<file path="src/rtl/spi_slave_core.sv">
// SPI slave core: synchronized pin sampling, four-state frame control, full-duplex
// shift register with one-word transmit holding register and receive buffer.
module spi_slave_core #(
  parameter int DATA_WIDTH  = 8,
  parameter int SYNC_STAGES = 2
) (
  input  logic                  i_sys_clk,
  input  logic                  i_sys_rst,
  input  logic                  i_spe,
  input  logic                  i_cpol,
  input  logic                  i_cpha,
  input  logic                  i_lsbfe,
  input  logic                  i_sck,
  input  logic                  i_ss_n,
  input  logic                  i_mosi,
  output logic                  o_miso,
  output logic                  o_miso_oe,
  input  logic [DATA_WIDTH-1:0] i_tx_data,
  input  logic                  i_tx_valid,
  output logic                  o_tx_ready,
  output logic [DATA_WIDTH-1:0] o_rx_data,
  output logic                  o_rx_valid,
  input  logic                  i_rx_rd,
  output logic                  o_overrun,
  input  logic                  i_ovr_clr,
  output logic                  o_busy
);
  localparam int              CNT_W    = $clog2(DATA_WIDTH) + 1;
  localparam logic [CNT_W-1:0] CNT_FULL = CNT_W'(DATA_WIDTH);

  typedef enum logic [1:0] {
    ST_IDLE  = 2'd0,
    ST_LOAD  = 2'd1,
    ST_SHIFT = 2'd2,
    ST_DONE  = 2'd3
  } state_e;

  state_e                  state_q, state_d;
  logic [SYNC_STAGES-1:0]  sck_sync_q, ss_sync_q, mosi_sync_q;
  logic                    sck_prev_q, ss_prev_q;
  logic                    sck_s, ss_s, mosi_s;
  logic                    sck_rise, sck_fall, ss_rise, ss_fall;
  logic                    lead_e, trail_e, sample_e, shift_e;
  logic                    abort, frame_done, handshake;
  logic                    busy_s, miso_oe_s;
  logic [DATA_WIDTH-1:0]   load_word;

  logic                    cpol_q, cpha_q, lsbfe_q, cpol_d, cpha_d, lsbfe_d;
  logic [DATA_WIDTH-1:0]   shift_q, shift_d, hold_q, hold_d, rx_data_q, rx_data_d;
  logic [CNT_W-1:0]        cnt_q, cnt_d;
  logic                    hold_empty_q, hold_empty_d;
  logic                    rx_valid_q, rx_valid_d, overrun_q, overrun_d;
  logic                    miso_bit_q, miso_bit_d;

  // Low SYNC_STAGES bits of {q, pin} shift the pin in at bit 0.
  always_ff @(posedge i_sys_clk) begin
    if (i_sys_rst) begin
      sck_sync_q  <= '0;
      ss_sync_q   <= '0;
      mosi_sync_q <= '0;
      sck_prev_q  <= 1'b0;
      ss_prev_q   <= 1'b0;
    end else begin
      sck_sync_q  <= SYNC_STAGES'({sck_sync_q, i_sck});
      ss_sync_q   <= SYNC_STAGES'({ss_sync_q, i_ss_n});
      mosi_sync_q <= SYNC_STAGES'({mosi_sync_q, i_mosi});
      sck_prev_q  <= sck_s;
      ss_prev_q   <= ss_s;
    end
  end

  assign sck_s    = sck_sync_q[SYNC_STAGES-1];
  assign ss_s     = ss_sync_q[SYNC_STAGES-1];
  assign mosi_s   = mosi_sync_q[SYNC_STAGES-1];
  assign sck_rise = sck_s & ~sck_prev_q;
  assign sck_fall = ~sck_s & sck_prev_q;
  assign ss_rise  = ss_s & ~ss_prev_q;
  assign ss_fall  = ~ss_s & ss_prev_q;
  assign lead_e   = cpol_q ? sck_fall : sck_rise;
  assign trail_e  = cpol_q ? sck_rise : sck_fall;
  assign sample_e = cpha_q ? trail_e : lead_e;
  assign shift_e  = cpha_q ? lead_e : trail_e;

  assign abort      = ss_rise | ~i_spe;
  assign frame_done = (state_q == ST_SHIFT) && (cnt_q == CNT_FULL);
  assign handshake  = i_tx_valid & hold_empty_q;
  assign load_word  = hold_empty_q ? '0 : hold_q;

  always_ff @(posedge i_sys_clk) begin
    if (i_sys_rst) begin
      state_q <= ST_IDLE;
    end else begin
      state_q <= state_d;
    end
  end

  // A completed word wins over a coincident abort.
  always_comb begin
    state_d = state_q;
    case (state_q)
      ST_IDLE:  state_d = (i_spe && ss_fall) ? ST_LOAD : ST_IDLE;
      ST_LOAD:  state_d = abort ? ST_IDLE : ST_SHIFT;
      ST_SHIFT: begin
        if (frame_done) begin
          state_d = ST_DONE;
        end else if (abort) begin
          state_d = ST_IDLE;
        end else begin
          state_d = ST_SHIFT;
        end
      end
      ST_DONE:  state_d = ss_s ? ST_IDLE : ST_DONE;
      default:  state_d = ST_IDLE;
    endcase
  end

  always_comb begin
    busy_s    = 1'b0;
    miso_oe_s = 1'b0;
    case (state_q)
      ST_LOAD, ST_SHIFT: begin
        busy_s    = 1'b1;
        miso_oe_s = ~ss_s;
      end
      ST_DONE: miso_oe_s = ~ss_s;
      default: begin
        busy_s    = 1'b0;
        miso_oe_s = 1'b0;
      end
    endcase
  end

  always_comb begin
    cpol_d       = cpol_q;
    cpha_d       = cpha_q;
    lsbfe_d      = lsbfe_q;
    shift_d      = shift_q;
    cnt_d        = cnt_q;
    miso_bit_d   = miso_bit_q;
    hold_d       = hold_q;
    hold_empty_d = hold_empty_q;
    rx_data_d    = rx_data_q;
    rx_valid_d   = rx_valid_q;
    overrun_d    = overrun_q;

    if (state_q == ST_LOAD) begin
      cpol_d       = i_cpol;
      cpha_d       = i_cpha;
      lsbfe_d      = i_lsbfe;
      shift_d      = load_word;
      miso_bit_d   = i_lsbfe ? load_word[0] : load_word[DATA_WIDTH-1];
      cnt_d        = '0;
      hold_empty_d = 1'b1;
    end else if (state_q == ST_SHIFT && !frame_done) begin
      if (sample_e) begin
        shift_d = lsbfe_q ? {mosi_s, shift_q[DATA_WIDTH-1:1]}
                          : {shift_q[DATA_WIDTH-2:0], mosi_s};
        cnt_d   = cnt_q + CNT_W'(1);
      end else if (shift_e) begin
        miso_bit_d = lsbfe_q ? shift_q[0] : shift_q[DATA_WIDTH-1];
      end else begin
        miso_bit_d = miso_bit_q;
      end
    end else begin
      shift_d = shift_q;
    end

    // A word offered during LOAD is kept for the next frame.
    if (handshake) begin
      hold_d       = i_tx_data;
      hold_empty_d = 1'b0;
    end else begin
      hold_d = hold_q;
    end

    if (frame_done && (!rx_valid_q || i_rx_rd)) begin
      rx_data_d  = shift_q;
      rx_valid_d = 1'b1;
    end else if (i_rx_rd) begin
      rx_valid_d = 1'b0;
    end else begin
      rx_valid_d = rx_valid_q;
    end

    if (frame_done && rx_valid_q && !i_rx_rd) begin
      overrun_d = 1'b1;
    end else if (i_ovr_clr) begin
      overrun_d = 1'b0;
    end else begin
      overrun_d = overrun_q;
    end
  end

  always_ff @(posedge i_sys_clk) begin
    if (i_sys_rst) begin
      cpol_q       <= 1'b0;
      cpha_q       <= 1'b0;
      lsbfe_q      <= 1'b0;
      shift_q      <= '0;
      cnt_q        <= '0;
      miso_bit_q   <= 1'b0;
      hold_q       <= '0;
      hold_empty_q <= 1'b1;
      rx_data_q    <= '0;
      rx_valid_q   <= 1'b0;
      overrun_q    <= 1'b0;
    end else begin
      cpol_q       <= cpol_d;
      cpha_q       <= cpha_d;
      lsbfe_q      <= lsbfe_d;
      shift_q      <= shift_d;
      cnt_q        <= cnt_d;
      miso_bit_q   <= miso_bit_d;
      hold_q       <= hold_d;
      hold_empty_q <= hold_empty_d;
      rx_data_q    <= rx_data_d;
      rx_valid_q   <= rx_valid_d;
      overrun_q    <= overrun_d;
    end
  end

  assign o_miso     = miso_oe_s & miso_bit_q;
  assign o_miso_oe  = miso_oe_s;
  assign o_busy     = busy_s;
  assign o_tx_ready = hold_empty_q;
  assign o_rx_data  = rx_data_q;
  assign o_rx_valid = rx_valid_q;
  assign o_overrun  = overrun_q;

endmodule

</file>
<file path="config.mk">
export PLATFORM = sky130hd
export DESIGN_NAME = spi_slave_core
export DESIGN_NICKNAME = d
export VERILOG_FILES = /design/src/rtl/spi_slave_core.sv
export SDC_FILE = /design/constraint.sdc
export NUM_CORES = 1
export LEC_CHECK = 0
export BUFFER_PORTS_ARGS = -buffer_cell sky130_fd_sc_hd__buf_4
export CORE_MARGIN = 2
export CORE_UTILIZATION = 50
export DETAILED_ROUTE_END_ITERATION = 8
export GPL_TIMING_DRIVEN = 0
export PLACE_DENSITY = 0.77
export SLEW_MARGIN = 20
export SYNTH_ARGS = -nofsm -noshare
export SYNTH_HDL_FRONTEND = slang
export SYNTH_SLANG_ARGS = --single-unit
</file>
<file path="constraint.sdc">
create_clock -name i_sys_clk -period 5 [get_ports i_sys_clk]
set_input_delay 0.25 -clock i_sys_clk [delete_from_list [all_inputs] [get_ports i_sys_clk]]
set_output_delay 0.25 -clock i_sys_clk [all_outputs]
set_load 0.02 [all_outputs]
</file>
# Word-level counts from Yosys, hierarchy flattened
# Cells that the tools add are included.
# W data, S select, Z words.
dict set report op_classes {
  addsub 1
  eq_ne 5
  mux 28
  bitwise 12
  reduce_logical 23
}
# cell count
set op_table {}
lappend op_table {{$mux W8} 5}
lappend op_table {{$mux W1} 19}
lappend op_table {{$reduce_bool A2 Y1} 6}
lappend op_table {{$pmux W2 S4} 1}
lappend op_table {{$and A1 B1 Y1} 6}
lappend op_table {{$logic_and A1 B1 Y1} 6}
lappend op_table {{$mux W2} 3}
lappend op_table {{$not A1 Y1} 5}
lappend op_table {{$add A4 B1 Y4 const B} 1}
lappend op_table {{$eq A2 B2 Y1 const B} 2}
lappend op_table {{$eq A4 B4 Y1 const B} 1}
lappend op_table {{$reduce_and A2 Y1} 2}
lappend op_table {{$reduce_or A2 Y1} 2}
lappend op_table {{$logic_not A1 Y1} 3}
lappend op_table {{$reduce_and A3 Y1} 1}
lappend op_table {{$reduce_or A3 Y1} 1}
lappend op_table {{$eq A2 B1 Y1 const B} 1}
lappend op_table {{$logic_not A2 Y1} 1}
lappend op_table {{$ne A2 B1 Y1 const B} 1}
lappend op_table {{$logic_or A1 B1 Y1} 1}
lappend op_table {{$or A1 B1 Y1} 1}
dict set report word_totals {
  register_bits 45
  input_bits 20
  out_inout_bits 14
  elab_cells 86
}

# Depth between registers and ports, before layout
# Gate-level depths: netlist (run 1).
dict set report logic_depth {
  ltp_word 8
  mapped_depth 8
  ltp_nobuf 6
}

# Least setup slack after synthesis (run 1)
# Ideal clock, no wire load.
dict set report synth_timing {
  path_type {register to register}
  startpoint {register state_q[1]}
  endpoint {register cnt_q[2]}
  setup_ns 0.059
  arrival_time_ns 1.524
  required_time_ns 4.941
  slack_ns 3.417
  stages_incl_launch_ff 8
  n_path_buf 2
  synth_period_minus_slack_ns 1.583
  cell_sequence {dfxtp_1 inv_1 ha_1 clkbuf_1 or2_2 clkbuf_1 a311oi_1 a41o_2}
}
dict set report synth_between {
  elab_chain_len 5
  elab_cells_between_ends 7
  cone_classes {eq/ne: 2; reduce/logical: 5}
}
# item line_no
set synth_rtl {}
lappend synth_rtl {{start, declared} 38} ;# state_e state_q, state_d;
lappend synth_rtl {{start signal, assigned} 93} ;# state_q <= state_d;
lappend synth_rtl {{$eq A2 B2 Y1} {85, 154}}
lappend synth_rtl {{$logic_and A1 B1 Y1} 85} ;# assign frame_done = (state_q == ST_SHIFT) && (cnt_q == CNT_FULL);
lappend synth_rtl {{$logic_not A1 Y1} 154} ;# end else if (state_q == ST_SHIFT && !frame_done) begin
lappend synth_rtl {{$logic_and A1 B1 Y1} 154}
lappend synth_rtl {{$reduce_and A2 Y1 (no line)} -}
lappend synth_rtl {{end signal, assigned} 212} ;# cnt_q <= cnt_d;
lappend synth_rtl {{end, declared} 50} ;# logic [CNT_W-1:0] cnt_q, cnt_d;
# Several ways; a longest one is shown, not always the timed one.
# A chain may end at the register's enable or synchronous reset.

# Worst setup path in the final report (run 1)
dict set report layout_timing {
  startpoint {register state_q[1]}
  endpoint {register shift_q[6]}
}
dict set report layout_between {
  elab_chain_len 6
  elab_cells_between_ends 9
  cone_classes {eq/ne: 2; mux: 1; reduce/logical: 6}
}
# item line_no
set layout_rtl {}
lappend layout_rtl {{$eq A2 B2 Y1} {85, 154}}
lappend layout_rtl {{$logic_and A1 B1 Y1} 85}
lappend layout_rtl {{$logic_not A1 Y1} 154}
lappend layout_rtl {{$logic_and A1 B1 Y1} 154}
lappend layout_rtl {{$reduce_bool A2 Y1 (no line)} -}
lappend layout_rtl {{$reduce_and A2 Y1 (no line)} -}
lappend layout_rtl {{end signal, assigned} 211} ;# shift_q <= shift_d;
lappend layout_rtl {{end, declared} 49} ;# logic [DATA_WIDTH-1:0] shift_q, shift_d, hold_q, hold_d, rx_data_q, rx_data_d;
# Several ways; a longest one is shown, not always the timed one.

==> impl_summary.txt, run 1 <==
----------------------------------------------------
[STA]
  Worst Max-Slew Pin Slew ... 556 ps
  Period minus WS final ... 1840 ps
  RSZ-0062 raised after global routing ... no
  Max Transition Viols Final ... 0
  Period utilization ... 36.9%
  Endpoints failing hold ... 0
  Final setup skew ... 1.62 ps
  Total of endpoints with negative setup slack in the final report ... 0
  TNS Setup ... 0 ps
  Slew margin rel. ... 63.0%
  Max Freq ... 0.542 GHz

[Synth]
  Simple logic cell fraction of the synthesized area ... 19.1%
  Number of nets produced by synthesis ... 252
  Mean post-synth cell area ... 8.95 um^2
  Synth cell types ... 33
  Area of the mapped netlist ... 0.00202 mm^2
  Share of synthesized area occupied by flip-flops and latches ... 44.6%
  Multiplexer fraction of the synthesized cell area ... 16.2%
  Post-synthesis compound-gate area fraction ... 11.2%
  Post-Synth Adder-Cell Area ... 3.71%
  Synthesized-area fraction occupied by xor and xnor cells ... 0.804%
  Count of mapped cells out of synthesis ... 226
  Flop and latch count out of synthesis ... 45
  Yosys Warn Count ... 0
  Dominant combinational cell family by area after synthesis ... simple AND/OR/NAND/NOR gates

[Clocking]
  Count of clock tree sinks ... 45
  Max H-tree Level ... 2
  Cts hold-fix bufs ... 0
  Clock buffer count from CTS ... 5
  CTS tree ... done
  Clock buffer depth ... 2
  Post CTS Setup Buffer Count ... 0
  Root cell of the clock tree ... sky130_fd_sc_hd__clkbuf_8
  Clock-pin slew on the worst setup and hold paths ... 80 ps
  Clock latency at the later pin of the worst-skew pair ... 290 ps
  Number of instances resized during post-cts repair ... 0

[GRT]
  Vias in the first global route ... 1505
  Wire length of the first global-routing pass ... 6750 um
  Overall routing resource usage ... 19.6%
  Largest net degree at the start of global routing ... 14
  Total grt overflow ... 0
  Antenna violations before repair ... 0

[Critical path]
  Kind of end point of the critical path ... flip-flop
  Maximum fanout along the worst path ... 10
  Launching point of the worst reg2reg path ... state_q[1]$_SDFF_PP0_
  Data required, critical path ... 5220 ps
  Capture point of the worst path ... shift_q[6]$_SDFFE_PP0P_
  Arrival @ worst endpoint ... 2060 ps
  Worst reg2reg endpoint ... shift_q[6]$_SDFFE_PP0P_
  Launching element of the worst setup path ... state_q[1]$_SDFF_PP0_
  Number of cells on the worst reg-to-reg path ... 8
  Worst R2R Setup Slack ... 3160 ps
  Type of the worst setup path ... reg2reg
  Category of the worst setup path launch point ... flip-flop

[Die]
  I/O pin count ... 34
  Overall die width ... 67.6 um
  Row Count ... 23
  Y dimension of the die ... 67.6 um
  Std-Cell Core Area ... 0.00394 mm^2
  Die Area ... 0.00457 mm^2
  Initial cell density of the core ... 51.3%

[Drt]
  DRT Pass-1 Iters ... 4
  # DRC ... 0
  Count of antenna-violating nets left after detailed routing ... 0
  Detailed-route via count ... 1666
  Final Routed Wirelength ... 4060 um
  Via density per instance ... 5.29
  Detailed Route Iter0 Violations ... 80
  Average wire per standard cell ... 12.9 um

[Placed design]
  Placer Congestion ... 0.875
  Dpl hpwl ... 2990 um
  Number of I/O port buffers ... 32
  Number of cells in the design after placement ... 308

[Layout]
  Proportion of layout cells with a drive suffix above 1 ... 18.5%
  Layout Cells excl Fill ... 315
  Net total in the final layout ... 291
  Most frequent cells in the layout ... sky130_fd_sc_hd__dfxtp_1, sky130_fd_sc_hd__nand2_1, sky130_fd_sc_hd__buf_4
  Area growth syn-to-layout ... 20.1%
  Inserted Diodes ... 0
  Most common cell after layout, fill and taps aside ... sky130_fd_sc_hd__dfxtp_1

[Outcome]
  Outcome ... complete, no violations

[Power and ir drop]
  Peak supply drop ... 0.346 mV
  Static Leakage ... 0.000945 uW
  Power per standard cell area ... 277 mW/mm^2

[Run]
  Max-cap violation count ... 0

[Hold path]
  Hold Crit Depth ... 2
  Worst Hold Class ... in2reg

----------------------------------------------------
synthesized netlist by cell type:
master,number,share of area [%]
sky130_fd_sc_hd__a2111oi_0,1,0.43
sky130_fd_sc_hd__a21oi_1,13,3.2
sky130_fd_sc_hd__a21oi_4,1,0.80
sky130_fd_sc_hd__a311oi_1,2,0.87
sky130_fd_sc_hd__a31oi_1,1,0.31
sky130_fd_sc_hd__a41o_2,1,0.56
sky130_fd_sc_hd__and2_1,3,0.93
sky130_fd_sc_hd__buf_1,1,0.19
sky130_fd_sc_hd__buf_2,2,0.50
sky130_fd_sc_hd__clkbuf_1,11,2.0
sky130_fd_sc_hd__clkinv_1,1,0.19
sky130_fd_sc_hd__dfxtp_1,45,45
sky130_fd_sc_hd__ha_1,6,3.7
sky130_fd_sc_hd__inv_1,8,1.5
sky130_fd_sc_hd__mux2_2,3,1.7
sky130_fd_sc_hd__mux2i_1,28,14
sky130_fd_sc_hd__mux2i_2,1,0.68
sky130_fd_sc_hd__nand2_1,33,6.1
sky130_fd_sc_hd__nand2b_1,3,0.93
sky130_fd_sc_hd__nand3_1,12,3.0
sky130_fd_sc_hd__nand3b_1,2,0.74
sky130_fd_sc_hd__nand4b_1,1,0.43
sky130_fd_sc_hd__nor2_1,18,3.3
sky130_fd_sc_hd__nor2b_1,10,3.1
sky130_fd_sc_hd__nor3_1,1,0.25
sky130_fd_sc_hd__o211ai_1,1,0.37
sky130_fd_sc_hd__o21ai_0,5,1.2
sky130_fd_sc_hd__o221ai_1,1,0.43
sky130_fd_sc_hd__o22a_1,1,0.43
sky130_fd_sc_hd__o22ai_1,7,2.2
sky130_fd_sc_hd__o31ai_1,1,0.37
sky130_fd_sc_hd__or2_2,1,0.31
sky130_fd_sc_hd__xor2_2,1,0.80
where the power goes:
part / internal [uW] / total (uW) / switching, uW
registers: 366 / 370 / 4.06
clock network: 145 / 258 / 113
logic: 19.7 / 44.4 / 24.7
cell type report:
type	count	area, um^2
clock inverter	2	35.0
buffer	14	55.1
sequential	45	901
tap	50	62.6
fill	346	1510
clock buffer	5	68.8
inverter	9	33.8
timing repair buffer	32	240
multi-input combinational	158	1030
state kept, by name, indices dropped and copies added (netlist names), 2 cells and up:
register	flops
o_rx_data	8
shift_q	8
ss_sync_q	2
hold_q	8
state_q	2
mosi_sync_q	2
cnt_q	4
sck_sync_q	2
critical path: stages, from the launching register on:
cell	delay (ps)
sky130_fd_sc_hd__dfxtp_1	340
sky130_fd_sc_hd__inv_1	90
sky130_fd_sc_hd__ha_1	140
sky130_fd_sc_hd__clkbuf_1	320
sky130_fd_sc_hd__clkbuf_1	370
sky130_fd_sc_hd__nand2_1	100
sky130_fd_sc_hd__o22ai_1	170
sky130_fd_sc_hd__nand2_1	80
sky130_fd_sc_hd__mux2i_1	160
cells by family (layout without fill, tap and decap cells):
kind of cell               after synthesis  after routing
buffers and inverters                   23             62
AOI/OAI and AO/OA                       35             35
adders and majority gates                6              6
muxes                                   32             32
and+or+nand+nor                         84             84
xor gates and xnor gates                 1              1
DFF                                     45             45
routing by layer:
layer	global-route usage (%)	part of all wire (%)
met2	32.8	46
met3	4.50	6.0
met5	0	0
met1	25.0	47
met4	5.61	0.94
stage by stage:
stage          instance area (um^2)  worst slack [ps]  total power, uW  utilization (%)  hold WS, ps
6_report                       2430              3160              672             61.6          161
3_3_place_gp                   2320              3240              421             59.0          417
2_1_floorplan                  2020              3420              402                -          322
4_1_cts                        2430              3150              680             61.6          151
3_5_place_dp                   2320              3180              422             59.0          422
5_1_grt                        2430              2960              696             61.6          151
worst min-delay path by stage:
stage / from / to / slack [ps]
final: i_sys_rst / sck_prev_q$_SDFF_PP0_ / 160
after floorplan: i_sys_rst / sck_prev_q$_SDFF_PP0_ / 320
after detailed placement: sck_sync_q[0]$_SDFF_PP0_ / sck_sync_q[1]$_SDFF_PP0_ / 420
after CTS: i_sys_rst / sck_prev_q$_SDFF_PP0_ / 150
after global routing: i_sys_rst / sck_prev_q$_SDFF_PP0_ / 150
after global placement: ss_sync_q[0]$_SDFF_PP0_ / ss_sync_q[1]$_SDFF_PP0_ / 420
Note: power is estimated with default switching activity, not from simulation.
==> run 2, diff against run 1 <==
Clock period 5 ns to 1.9 ns, I/O delays scaled along.
==> impl_summary.txt, run 2 (same netlist as run 1, synthesis figures left out) <==
----------------------------------------------------
[Critical path]
  Data required, critical path ... 2120 ps (-3100 ps)
  Worst reg2reg endpoint ... shift_q[6]$_SDFFE_PP0P_
  List of cells traversed by the critical path ... inv_1, ha_1, and2_1, clkbuf_1, a21oi_4, mux2i_1
  Launching point of the worst reg2reg path ... state_q[0]$_SDFF_PP0_
  Launching element of the worst setup path ... state_q[0]$_SDFF_PP0_
  Category of the worst setup path launch point ... flip-flop
  Highest cell delay on the worst timing path ... 360 ps (about the same)
  Maximum fanout along the worst path ... 7 (-3)
  Number of cells on the worst reg-to-reg path ... 6 (-2)
  Arrival @ worst endpoint ... 1980 ps (-80 ps)
  Type of the worst setup path ... reg2reg
  Kind of end point of the critical path ... flip-flop
  Worst R2R Setup Slack ... 140 ps (-3010 ps)
  Library cell contributing the largest single delay on the critical path ... sky130_fd_sc_hd__dfxtp_1

[STA]
  Worst Max-Slew Pin Slew ... 541 ps (-14.7 ps)
  Endpoints failing hold ... 0 (unchanged)
  Slew margin rel. ... 63.2% (+0.26 points)
  Period minus WS final ... 1760 ps (-87.4 ps)
  Max Freq ... 0.569 GHz (+5.0%)
  Period utilization ... 92.5% (+56 points)
  Final setup skew ... 1.24 ps (-0.380 ps)
  Max Transition Viols Final ... 0 (unchanged)
  RSZ-0062 raised after global routing ... no
  Total of endpoints with negative setup slack in the final report ... 0 (unchanged)
  TNS Setup ... 0 ps (unchanged)

[Die]
  Y dimension of the die ... 67.6 um (unchanged)
  Die Area ... 0.00457 mm^2 (unchanged)
  Row Count ... 23 (unchanged)
  Std-Cell Core Area ... 0.00394 mm^2 (unchanged)
  Initial cell density of the core ... 51.3% (unchanged)
  I/O pin count ... 34 (unchanged)
  Overall die width ... 67.6 um (unchanged)

[Clocking]
  Max H-tree Level ... 2 (unchanged)
  Root cell of the clock tree ... sky130_fd_sc_hd__clkbuf_8
  CTS tree ... done
  Clock latency at the later pin of the worst-skew pair ... 290 ps (about the same)
  Clock-pin slew on the worst setup and hold paths ... 80 ps (about the same)
  Count of clock tree sinks ... 45 (unchanged)
  Clock buffer count from CTS ... 5 (unchanged)
  Clock buffer depth ... 2 (unchanged)

[Power and ir drop]
  Peak supply drop ... 0.905 mV (+160%)
  Internal Power ... 1400 uW (+160%)
  Sequential power share ... 54.8% (-0.2 points)
  Power per standard cell area ... 724 mW/mm^2 (+160%)
  Clk pwr share ... 38.5% (about the same)
  Static Leakage ... 0.000960 uW (+1.5%)
  Power share of the combinational group ... 6.7% (about the same)
  Net switching power ... 378 uW (+170%)
  Switching part of the total ... 21.3% (+0.18 points)

[Layout]
  Most common cell after layout, fill and taps aside ... sky130_fd_sc_hd__dfxtp_1
  Fill cell instance count of the final layout ... 340 (-1.7%)
  Inserted Diodes ... 0 (unchanged)
  Most frequent cells in the layout ... sky130_fd_sc_hd__dfxtp_1, sky130_fd_sc_hd__buf_4, sky130_fd_sc_hd__nand2_1
  Layout Cells excl Fill ... 316 (+0.32%)
  Proportion of layout cells with a drive suffix above 1 ... 19.9% (+1.4 points)
  Area of the multi-input gates ... 0.00104 mm^2 (+0.61%)
  Area growth syn-to-layout ... 21.3%
  Final core utilization ... 62.2% (+0.63 points)
  Reg area ... 901 um^2 (unchanged)
  Net total in the final layout ... 292 (+0.34%)

[Drt]
  Average wire per standard cell ... 13.0 um (+1.1%)
  Via density per instance ... 5.33 (+0.70%)
  # DRC ... 0 (unchanged)
  Detailed Route Iter0 Violations ... 85 (+6.3%)
  Count of antenna-violating nets left after detailed routing ... 0 (unchanged)
  Detailed-route via count ... 1683 (+1.0%)
  Final Routed Wirelength ... 4120 um (+1.4%)
  DRT Pass-1 Iters ... 4 (unchanged)

[Hold path]
  Launch instance of the worst min-delay path ... i_ss_n
  Hold Crit Depth ... 2 (unchanged)
  Endpoint, Worst Hold ... ss_sync_q[0]$_SDFF_PP0_
  Worst Hold Class ... in2reg

[GRT]
  Vias in the first global route ... 1509 (+0.27%)
  Largest net degree at the start of global routing ... 14 (unchanged)
  Overall routing resource usage ... 19.6% (+0.035 points)
  Total grt overflow ... 0 (unchanged)
  Antenna violations before repair ... 0 (unchanged)
  Wire length of the first global-routing pass ... 6760 um (+0.21%)

[Outcome]
  Outcome ... complete, no violations

[Run]
  Max-cap violation count ... 0 (unchanged)

[Placed design]
  Number of cells in the design after placement ... 308 (unchanged)
  Dpl hpwl ... 2990 um (unchanged)
  Placer Congestion ... 0.875 (unchanged)
  Number of I/O port buffers ... 32 (unchanged)

----------------------------------------------------
run 2: per-layer routing:
metal / vias up / share of wire, % / global-route usage, %
li1: 850 / - / -
met1: 784 / 48 / 25.1
met2: 43 / 46 / 32.8
met3: 6 / 4.7 / 4.50
met4: 0 / 1.5 / 5.61
met5: - / 0 / 0
run 2: area by class of cell:
type	count	area share [%]
clock buffers	5	2.80
inverters	9	1.38
well taps	50	2.55
plain buffers	13	2.29
flip-flops and latches	45	36.7
multi-input cells	158	42.3
clock inverters	2	1.43
repair buffers	34	10.5
run 2: stage by stage:
stage               total power (uW)  hold slack [ps]  area (um^2)  setup WS [ps]
CTS                             1790             8.19         2440           53.0
global route                    1830             21.4         2450           15.1
floorplan                       1060              167         2020            317
finish                          1780             7.69         2450            143
global placement                1110              301         2320            136
detailed placement              1110              305         2320           76.9
run 2: what timing repair did:
action                                  4_1_cts  5_1_grt
setup buffers                                 0        1
gates resized for setup                       0        7
endpoints found under the hold margin         1        0
hold buffers                                  1        0
endpoints found under the setup margin        0       19
run 2: worst max path at each step:
stage	to	slack, ps	cells after the start
floorplan	cnt_q[2]$_SDFFE_PP0P_	320	7
finish	shift_q[6]$_SDFFE_PP0P_	140	6
CTS	cnt_q[2]$_SDFFE_PP0P_	50	7
detailed placement	o_rx_data[6]$_SDFFE_PP0P_	80	7
global placement	o_rx_data[6]$_SDFFE_PP0P_	140	7
global route	o_rx_data[6]$_SDFFE_PP0P_	20	7
run 2: power groups by stage:
stage                     combinational [uW]  sequential (uW)  clock, uW
after floorplan                         64.0              994          0
after CTS                                119              972        699
after global routing                     133              975        727
after global placement                   115              994          0
final                                    119              973        683
after detailed placement                 117              995          0
run 2: critical path, delay by kind of cell, from the launching register on:
family	cells	cell delay, ps
buf+inv	2	270
simple gates	1	170
mux	1	250
flops	1	360
fa+ha+maj	1	280
compound gates	1	350
